`src/rtl/branch_predict_ctrl_pkg.sv`:
```
// rtl/branch_predict_ctrl_pkg.sv - shared opcode, func3 and pc_sel encodings for branch handling
package branch_predict_ctrl_pkg;

  // Major opcodes, instr[6:2]
  localparam logic [4:0] OPC_BRANCH_5 = 5'b11000;
  localparam logic [4:0] OPC_JAL_5    = 5'b11011;
  localparam logic [4:0] OPC_JALR_5   = 5'b11001;

  // Branch func3, instr[14:12]
  localparam logic [2:0] FNC_BEQ  = 3'b000;
  localparam logic [2:0] FNC_BNE  = 3'b001;
  localparam logic [2:0] FNC_BLT  = 3'b100;
  localparam logic [2:0] FNC_BGE  = 3'b101;
  localparam logic [2:0] FNC_BLTU = 3'b110;
  localparam logic [2:0] FNC_BGEU = 3'b111;

  // Next-PC select; stage 1 decodes these same names
  typedef enum logic [1:0] {
    PC_SEL_SEQ     = 2'd0,
    PC_SEL_ALU     = 2'd1,
    PC_SEL_RECOVER = 2'd2,
    PC_SEL_RESET   = 2'd3
  } pc_sel_e;

  typedef struct packed {
    logic legal;
    logic taken;
  } br_res_t;

  // Weakly-not-taken counter value: just below the taken threshold
  function automatic int weak_nt_value(input int cnt_bits);
    return (1 << (cnt_bits - 1)) - 1;
  endfunction

  // Actual branch outcome from the comparator flags; 010/011 are not branches
  function automatic br_res_t branch_resolve(input logic [2:0] fnc, input logic breq,
                                             input logic brlt);
    br_res_t r;
    r.legal = 1'b1;
    r.taken = 1'b0;
    case (fnc)
      FNC_BEQ:            r.taken = breq;
      FNC_BNE:            r.taken = !breq;
      FNC_BLT, FNC_BLTU:  r.taken = brlt;
      FNC_BGE, FNC_BGEU:  r.taken = !brlt;
      default:            r.legal = 1'b0;
    endcase
    return r;
  endfunction

endpackage

```
`src/rtl/branch_predict_ctrl_sat_counter_table.sv`:
```
// rtl/branch_predict_ctrl_sat_counter_table.sv - table of saturating counters, one read and one inc/dec write port
module sat_counter_table
  import branch_predict_ctrl_pkg::*;
#(
  parameter int ENTRIES  = 32,
  parameter int CNT_BITS = 2,
  localparam int IDX_W   = $clog2(ENTRIES)
) (
  input  logic                clk,
  input  logic                rst,
  input  logic [IDX_W-1:0]    rd_idx,
  output logic [CNT_BITS-1:0] rd_cnt,
  input  logic                wr_en,
  input  logic [IDX_W-1:0]    wr_idx,
  input  logic                wr_inc
);

  localparam logic [CNT_BITS-1:0] CNT_MAX  = '1;
  localparam logic [CNT_BITS-1:0] CNT_WEAK = CNT_BITS'(weak_nt_value(CNT_BITS));

  logic [CNT_BITS-1:0] cnt_q [ENTRIES];
  logic [CNT_BITS-1:0] cnt_d [ENTRIES];

  // Read is from the registered array, so a same-cycle write is not visible
  assign rd_cnt = cnt_q[rd_idx];

  // Step the addressed counter up or down, holding at either end
  always_comb begin
    cnt_d = cnt_q;
    if (wr_en) begin
      if (wr_inc) begin
        if (cnt_q[wr_idx] != CNT_MAX) cnt_d[wr_idx] = cnt_q[wr_idx] + 1'b1;
      end else begin
        if (cnt_q[wr_idx] != '0) cnt_d[wr_idx] = cnt_q[wr_idx] - 1'b1;
      end
    end
  end

  // Every entry restarts weakly-not-taken
  always_ff @(posedge clk) begin
    if (rst) begin
      for (int i = 0; i < ENTRIES; i++) cnt_q[i] <= CNT_WEAK;
    end else begin
      cnt_q <= cnt_d;
    end
  end

endmodule

```
`src/rtl/branch_predict_ctrl.sv`:
```
// rtl/branch_predict_ctrl.sv - branch prediction, stage-3 resolution, pc_sel/flush and statistics
module branch_predict_ctrl
  import branch_predict_ctrl_pkg::*;
#(
  parameter int ENTRIES    = 32,
  parameter int CNT_BITS   = 2,
  parameter int PC_WIDTH   = 32,
  parameter int STAT_WIDTH = 32
) (
  input  logic                  clk,
  input  logic                  rst,
  input  logic [PC_WIDTH-1:0]   pred_pc,
  input  logic [31:0]           pred_instr,
  output logic                  pred_taken,
  input  logic                  upd_valid,
  input  logic [PC_WIDTH-1:0]   upd_pc,
  input  logic [31:0]           upd_instr,
  input  logic                  upd_pred_taken,
  input  logic                  breq,
  input  logic                  brlt,
  output logic [1:0]            pc_sel,
  output logic                  flush,
  input  logic                  stat_clear,
  output logic [STAT_WIDTH-1:0] branch_cnt,
  output logic [STAT_WIDTH-1:0] mispred_cnt
);

  localparam int IDX_W = $clog2(ENTRIES);

  logic [IDX_W-1:0]      pred_idx;
  logic [IDX_W-1:0]      upd_idx;
  logic [CNT_BITS-1:0]   pred_cnt;
  logic                  tbl_wr_en;
  logic                  tbl_wr_inc;
  logic                  legal_branch;
  logic                  mispredict;
  br_res_t               res;
  pc_sel_e               pc_sel_d;
  logic                  flush_d;
  logic [STAT_WIDTH-1:0] branch_cnt_q, branch_cnt_d;
  logic [STAT_WIDTH-1:0] mispred_cnt_q, mispred_cnt_d;
  logic                  unused_bits;

  assign pred_idx = pred_pc[IDX_W+1:2];
  assign upd_idx  = upd_pc[IDX_W+1:2];

  sat_counter_table #(
    .ENTRIES  (ENTRIES),
    .CNT_BITS (CNT_BITS)
  ) u_table (
    .clk    (clk),
    .rst    (rst),
    .rd_idx (pred_idx),
    .rd_cnt (pred_cnt),
    .wr_en  (tbl_wr_en),
    .wr_idx (upd_idx),
    .wr_inc (tbl_wr_inc)
  );

  // Only conditional branches are predicted; jumps always resolve in stage 3
  assign pred_taken = !rst && (pred_instr[6:2] == OPC_BRANCH_5) && pred_cnt[CNT_BITS-1];

  // Resolve the stage-3 instruction and pick the next PC source
  always_comb begin
    res          = branch_resolve(upd_instr[14:12], breq, brlt);
    legal_branch = upd_valid && (upd_instr[6:2] == OPC_BRANCH_5) && res.legal;
    mispredict   = legal_branch && (res.taken != upd_pred_taken);
    pc_sel_d     = PC_SEL_SEQ;
    flush_d      = 1'b0;
    if (rst) begin
      pc_sel_d = PC_SEL_RESET;
    end else if (upd_valid && ((upd_instr[6:2] == OPC_JAL_5) || (upd_instr[6:2] == OPC_JALR_5))) begin
      pc_sel_d = PC_SEL_ALU;
      flush_d  = 1'b1;
    end else if (mispredict && res.taken) begin
      pc_sel_d = PC_SEL_ALU;
      flush_d  = 1'b1;
    end else if (mispredict) begin
      pc_sel_d = PC_SEL_RECOVER;
      flush_d  = 1'b1;
    end
    tbl_wr_en  = legal_branch && !rst;
    tbl_wr_inc = res.taken;
  end

  assign pc_sel = pc_sel_d;
  assign flush  = flush_d;

  // Statistics next state; clear wins over a same-cycle increment
  always_comb begin
    branch_cnt_d  = branch_cnt_q;
    mispred_cnt_d = mispred_cnt_q;
    if (stat_clear) begin
      branch_cnt_d  = '0;
      mispred_cnt_d = '0;
    end else begin
      if (legal_branch) branch_cnt_d = branch_cnt_q + 1'b1;
      if (mispredict) mispred_cnt_d = mispred_cnt_q + 1'b1;
    end
  end

  // Statistics registers; a reset cycle never counts
  always_ff @(posedge clk) begin
    if (rst) begin
      branch_cnt_q  <= '0;
      mispred_cnt_q <= '0;
    end else begin
      branch_cnt_q  <= branch_cnt_d;
      mispred_cnt_q <= mispred_cnt_d;
    end
  end

  assign branch_cnt  = branch_cnt_q;
  assign mispred_cnt = mispred_cnt_q;

  // PC bits outside the index and instruction fields not decoded here
  assign unused_bits = ^{pred_pc[PC_WIDTH-1:IDX_W+2], pred_pc[1:0],
                         upd_pc[PC_WIDTH-1:IDX_W+2], upd_pc[1:0],
                         pred_instr[31:7], pred_instr[1:0],
                         upd_instr[31:15], upd_instr[11:7], upd_instr[1:0]};

endmodule

```
`config.mk`:
```
export PLATFORM = sky130hd
export DESIGN_NAME = branch_predict_ctrl
export DESIGN_NICKNAME = d
export VERILOG_FILES = /design/src/rtl/branch_predict_ctrl_pkg.sv /design/src/rtl/branch_predict_ctrl_sat_counter_table.sv /design/src/rtl/branch_predict_ctrl.sv
export SDC_FILE = /design/constraint.sdc
export NUM_CORES = 1
export LEC_CHECK = 0
export ABC_CLOCK_PERIOD_IN_PS = 3790
export BUFFER_PORTS_ARGS = -buffer_cell sky130_fd_sc_hd__buf_4
export CORE_UTILIZATION = 51
export DETAILED_ROUTE_END_ITERATION = 8
export GPL_TIMING_DRIVEN = 0
export HOLD_SLACK_MARGIN = 0.02
export MAX_ROUTING_LAYER = met4
export PLACE_DENSITY = 0.79
export SYNTH_ARGS = -nofsm -noshare
export SYNTH_HDL_FRONTEND = slang
export SYNTH_SLANG_ARGS = --single-unit
```
`constraint.sdc`:
```
create_clock -name clk -period 3.79 [get_ports clk]
set_input_delay 0 -clock clk [delete_from_list [all_inputs] [get_ports clk]]
set_output_delay 0 -clock clk [all_outputs]
set_load 0.01 [all_outputs]
```
==> key figures, run 1 <==
Status
  • Status: finished, final reports clean

Placed design
  • Buffers added on ports: 94
  • Final HPWL DP: 13660 um
  • GPL Wtd Cong: 0.9624

Yosys
  • Post-synthesis cell area: 0.006819 mm^2
  • Synth Register Bits: 128
  • Syn Nets: 888
  • Post-synth EDFFs: 0
  • Post-synthesis sequential area ratio: 0.3758
  • FFs w/ async S/R, synth: 0
  • Yosys cell types: 58
  • Ys flop type: dfxtp_1
  • Most instantiated cells after synthesis: dfxtp_1, mux2i_1, nor2_1, nand2_1, a21oi_1
  • Largest area contributor in the netlist: dfxtp_1
  • Mean Syn Cell Area: 9.104 um^2
  • Top post-synthesis cells by area: dfxtp_1, mux2i_1, mux4_2
  • Post-Syn Instances: 749
  • Top cell type's share of synthesized area: 0.3758
  • Synth warn: 0
  • Most common cell in the netlist: dfxtp_1

Worst setup path
  • Setup slack, reg-to-reg: 0.15 ns
  • Setup crit end kind: register
  • Critical Path RT: 4.14 ns
  • Worst Path Arrival: 3.99 ns
  • CP endpoint: u_table.cnt_q[31]
  • CP Max Fanout: 10
  • Crit path kind: reg2reg
  • Worst reg2reg path endpoint: u_table.cnt_q[31]
  • Cell count of the worst reg-to-reg path: 11
  • CP Launch Type: register

Timing
  • Final setup violation count: 0
  • F_max: 0.2749 GHz
  • Hold slack: 0.09149 ns
  • Final Max Tran Viols: 0
  • Min cycle time layout: 3.638 ns
  • Worst-Margin Slew: 0.8036 ns
  • Part of the cycle the worst path needs: 0.9599
  • Rel. slew slack: 0.4489
  • Clk_skew: 0.007102 ns
  • Hold Fails Final Rpt: 0

Drt
  • First-pass DRT Iterations: 7
  • Routed len/inst: 18.00 um
  • Via density: 6.040
  • Final WL: 18850 um
  • Antenna Violating Nets Remaining: 0
  • Via count: 6324
  • DRT iter0 DRCs: 720
  • DRC viols: 0

Flow run
  • Max cap viols: 0

Worst hold path
  • Hold crit path type: in2reg

Final layout
  • Ratio of cells with drive above 1 in the final layout: 0.2103
  • Area Overhead vs Synth: 21.91%
  • # fillers: 1083
  • ANT cells: 0
  • Post-layout util: 0.6482
  • Final layout net count: 1002

Global route
  • Total GRT Usage: 0.2816
  • Vias in the first global route: 5743
  • Remaining Overflow, GRT: 0
  • First-pass GRT wire length: 29860 um
  • Largest net degree at the start of global routing: 17
  • Antenna violations before repair: 0

Clocking
  • TritonCTS buffer count: 17
  • Worst-path clk slew: 0.06 ns
  • CTS H-tree lvls: 4
  • Root buffer cell: clkbuf_16
  • Hold-fix buffers at CTS: 0
  • CTS Sinks: 128
  • Worst-skew pair later-pin latency: 0.43 ns
  • Bufs on Longest Clock Path: 2
  • CTS tree: yes

Floorplan
  • Die Y: 117.6 um
  • Initial Util: 0.5317
  • Top Ports: 203
  • Full die area: 0.01384 mm^2
  • Die width: 117.6 um
  • Std-Cell Rows: 41
  • Core area: 0.01282 mm^2

Pwr
  • Pwr/cell area: 377.4 mW/mm^2
  • Max VDD drop: 193.8 uV
  • Total power: 3138 uW
  • Leak pwr: 0.003065 uW
## layout by cell type, fill, tap and decap left out, types with 6 or more instances in the layout
cell,n
dfxtp_1,128
nand2b_1,26
nor3_1,6
o31ai_1,16
nor2b_1,6
xor2_1,14
nor3b_1,7
nor4_1,12
buf_4,98
and3_1,12
inv_1,13
or3_1,32
clkbuf_1,34
mux2i_1,78
and4_1,6
nand3_1,18
nand4_1,16
a211oi_1,6
clkbuf_16,17
a21oi_1,47
or4_1,17
o22ai_1,8
mux4_2,18
nor2_1,68
o21ai_0,34
nand2_1,56
buf_2,11
## layer usage
layer	track usage	up-vias	wire length, um
met5	-	-	0
met4	0.1178	0	384
li1	-	2977	-
met2	0.4125	296	8526
met3	0.05717	35	1648
met1	0.3771	3016	8290
## worst max-delay path, cell delays in order (launching register included)
cell and delay, ns:
dfxtp_1 0.31, mux2i_1 0.34, o22ai_1 0.13, nor4_1 0.48
mux2i_4 0.19, buf_2 0.26, ha_1 0.23, and2_1 0.15
a32oi_1 0.48, nand3_1 0.44, nor2_1 0.33, mux2i_1 0.21
## worst min-delay path by stage
stage,depth (start not counted),slack [ns],endpoint,startpoint
floorplan,2,0.11,pred_taken,pred_instr[5]
global placement,4,0.34,pred_taken,pred_instr[5]
global route,4,0.13,mispred_cnt[0],upd_pred_taken
finish,4,0.09,mispred_cnt[1],upd_pred_taken
detailed placement,4,0.34,pred_taken,pred_instr[5]
CTS,4,0.09,mispred_cnt[1],upd_pred_taken
## timing repair
action                     in CTS  in global routing
buffers inserted                0                  1
resized for setup               0                  1
setup endpoints to repair       0                 20
## stage by stage
| step | setup TNS (ns) | std cells | worst slack [ns] | instance area (um^2) |
|---|---|---|---|---|
| after floorplan | 0 | 749 | 0.8953 | 6819 |
| after global placement | 0 | 1015 | 0.02914 | 7740 |
| after detailed placement | 0 | 1015 | 0.05431 | 7740 |
| after CTS | 0 | 1046 | 0.1340 | 8300 |
| after global routing | -0.07115 | 1047 | -0.03781 | 8313 |
| final | 0 | 1047 | 0.1521 | 8313 |
## kinds of logic (layout without fill, tap and decap cells)
| group | after synthesis | count (layout) | share of synthesized area |
|---|---|---|---|
| DFF | 128 | 128 | 0.3758 |
| muxes | 98 | 98 | 0.1789 |
| adders and majority gates | 4 | 4 | 0.007340 |
| xor gates and xnor gates | 18 | 18 | 0.02532 |
| and+or+nand+nor | 312 | 312 | 0.2605 |
| AOI/OAI and AO/OA | 125 | 125 | 0.1097 |
| buffers and inverters | 64 | 190 | 0.04238 |
## area by class of cell
cell class	instances	area [um^2]	area share
flip-flops and latches	128	2562	0.3082
repair buffers	95	713.2	0.08579
clock inverters	6	55.05	0.006623
multi-input cells	557	3973	0.4779
inverters	13	48.80	0.005870
clock buffers	25	505.5	0.06081
well taps	172	215.2	0.02589
plain buffers	51	240.2	0.02890
## power breakdown
group          total, uW  leakage [uW]  switching (uW)  internal [uW]
logic                229       0.00175             149           79.2
clock network       1560      0.000283             584            978
registers           1350       0.00103           0.197           1350
(Power assumes the default switching activity.)
==> run 2, diff against run 1 <==
CTS_BUF_LIST = sky130_fd_sc_hd__clkbuf_8   (was not set)
==> key figures, run 2 (same netlist as run 1, synthesis figures left out) <==
Global route
  • Antenna violations before repair: 0 (unchanged)
  • Total GRT Usage: 0.2805 (-0.001093)
  • Remaining Overflow, GRT: 0 (unchanged)
  • First-pass GRT wire length: 29770 um (-0.30%)
  • Largest net degree at the start of global routing: 17 (unchanged)
  • Vias in the first global route: 5765 (+0.38%)

Floorplan
  • Initial Util: 0.5317 (unchanged)
  • Top Ports: 203 (unchanged)
  • Core area: 0.01282 mm^2 (unchanged)
  • Std-Cell Rows: 41 (unchanged)
  • Full die area: 0.01384 mm^2 (unchanged)
  • Die width: 117.6 um (unchanged)
  • Die Y: 117.6 um (unchanged)

Status
  • Status: finished, final reports clean

Drt
  • Final WL: 18700 um (-0.78%)
  • Via density: 6.031 (-0.16%)
  • DRC viols: 0 (unchanged)
  • First-pass DRT Iterations: 5 (-2)
  • Antenna Violating Nets Remaining: 0 (unchanged)
  • Via count: 6314 (-0.16%)
  • Routed len/inst: 17.86 um (-0.78%)
  • DRT iter0 DRCs: 738 (+2.5%)

Worst setup path
  • Worst Path Arrival: 3.87 ns (-0.12 ns)
  • Crit path kind: reg2reg
  • Setup slack, reg-to-reg: 0.29 ns (+0.14 ns)
  • CP Launch Type: register
  • CP Max Fanout: 10 (unchanged)
  • Setup crit end kind: register
  • Critical Path RT: 4.17 ns (+0.03 ns)

Clocking
  • Bufs on Longest Clock Path: 2 (unchanged)
  • Root buffer cell: clkbuf_8
  • CTS Sinks: 128 (unchanged)
  • TritonCTS buffer count: 17 (unchanged)
  • Worst-skew pair later-pin latency: 0.46 ns (+0.03 ns)
  • Worst-path clk slew: 0.08 ns (+0.02 ns)
  • CTS tree: yes
  • CTS H-tree lvls: 4 (unchanged)

Pwr
  • Leak pwr: 0.002994 uW (-2.3%)
  • Max VDD drop: 215.6 uV (+11%)
  • Total power: 2689 uW (-14%)
  • Pwr/cell area: 331.0 mW/mm^2 (-12%)

Final layout
  • Final layout net count: 1002 (unchanged)
  • Ratio of cells with drive above 1 in the final layout: 0.2103 (unchanged)
  • Commonest cells after routing, fill and taps aside: dfxtp_1, buf_4, mux2i_1
  • Most common cell after layout, fill and taps aside: dfxtp_1
  • ANT cells: 0 (unchanged)
  • Area Overhead vs Synth: 19.14%

Timing
  • F_max: 0.2858 GHz (+4.0%)
  • RSZ-0062 raised after global routing: no
  • TNS Setup: 0 ns (unchanged)
  • Clk_skew: 0.009896 ns (+0.002794 ns)
  • Worst-Margin Slew: 0.8157 ns (+0.01207 ns)
  • Final setup violation count: 0 (unchanged)
  • Part of the cycle the worst path needs: 0.9231 (-0.03675)
  • Final Max Tran Viols: 0 (unchanged)
  • Hold Fails Final Rpt: 0 (unchanged)
  • Min cycle time layout: 3.499 ns (-0.1393 ns)
  • Rel. slew slack: 0.4406 (-0.008279)
  • Hold slack: 0.06130 ns (-0.03019 ns)

Placed design
  • Final HPWL DP: 13660 um (unchanged)
  • GPL Wtd Cong: 0.9624 (unchanged)
  • Buffers added on ports: 94 (unchanged)

Worst hold path
  • Hold crit path type: in2reg

Flow run
  • Max cap viols: 0 (unchanged)
run 2: changes by cell type in the layout (fill, tap and decap cells not counted), sizes merged:
cell | previous run | this run
clkbuf | 57 | 54
inv | 13 | 16
run 2: report_power, final:
group / internal [uW] / switching (uW)
Sequential: 1340 / 0.198
Clock: 589 / 527
Combinational: 79.2 / 149
run 2: what timing repair did:
item / 4_1_cts / 5_1_grt
hold buffers: 0 / 0
gates resized for setup: 0 / 1
endpoints found under the hold margin: 0 / 0
setup endpoints to repair: 0 / 18
buffers inserted: 0 / 1
run 2: through the flow:
stage,setup slack (ns),std cells,cell area [um^2],utilization
global placement,0.02914,1015,7740,0.6035
CTS,0.1556,1046,8109,0.6323
floorplan,0.8953,749,6819,-
finish,0.2913,1047,8124,0.6335
global route,0.1521,1047,8124,0.6335
detailed placement,0.05431,1015,7740,0.6035
run 2: area by class of cell:
| type | instances | area, um^2 |
|---|---|---|
| clock inverters | 9 | 66.31 |
| clock buffers | 22 | 302.8 |
| flip-flops and latches | 128 | 2562 |
| plain buffers | 51 | 240.2 |
| well taps | 172 | 215.2 |
| fillers | 1116 | 4701 |
| multi-input cells | 557 | 3975 |
| repair buffers | 95 | 713.2 |
| inverters | 13 | 48.80 |
run 2: path summary, 6_finish.rpt:
path / from / endpoint / cells after the start
min: upd_pred_taken / mispred_cnt[1] / 4
min reg2reg: mispred_cnt[19] / mispred_cnt[19] / 2
max: register / u_table.cnt_q[29] / 11
max reg2reg: register / u_table.cnt_q[29] / 11
run 2: metal layers:
| metal | track usage | part of all wire | vias to the layer above |
|---|---|---|---|
| li1 | - | - | 2981 |
| met2 | 0.4103 | 0.45 | 288 |
| met3 | 0.05523 | 0.080 | 37 |
| met5 | - | 0 | - |
| met4 | 0.1130 | 0.022 | 0 |
| met1 | 0.3790 | 0.45 | 3008 |
run 2: critical path: stages, from the launching register on:
cell and delay [ns]:
dfxtp_1 0.31, mux2i_1 0.35, o22ai_1 0.13, nor4_1 0.50, mux2i_4 0.19, buf_2 0.25
ha_1 0.24, and2_1 0.16, a32oi_2 0.33, nand3_1 0.34, nor2_1 0.37, mux2i_1 0.23
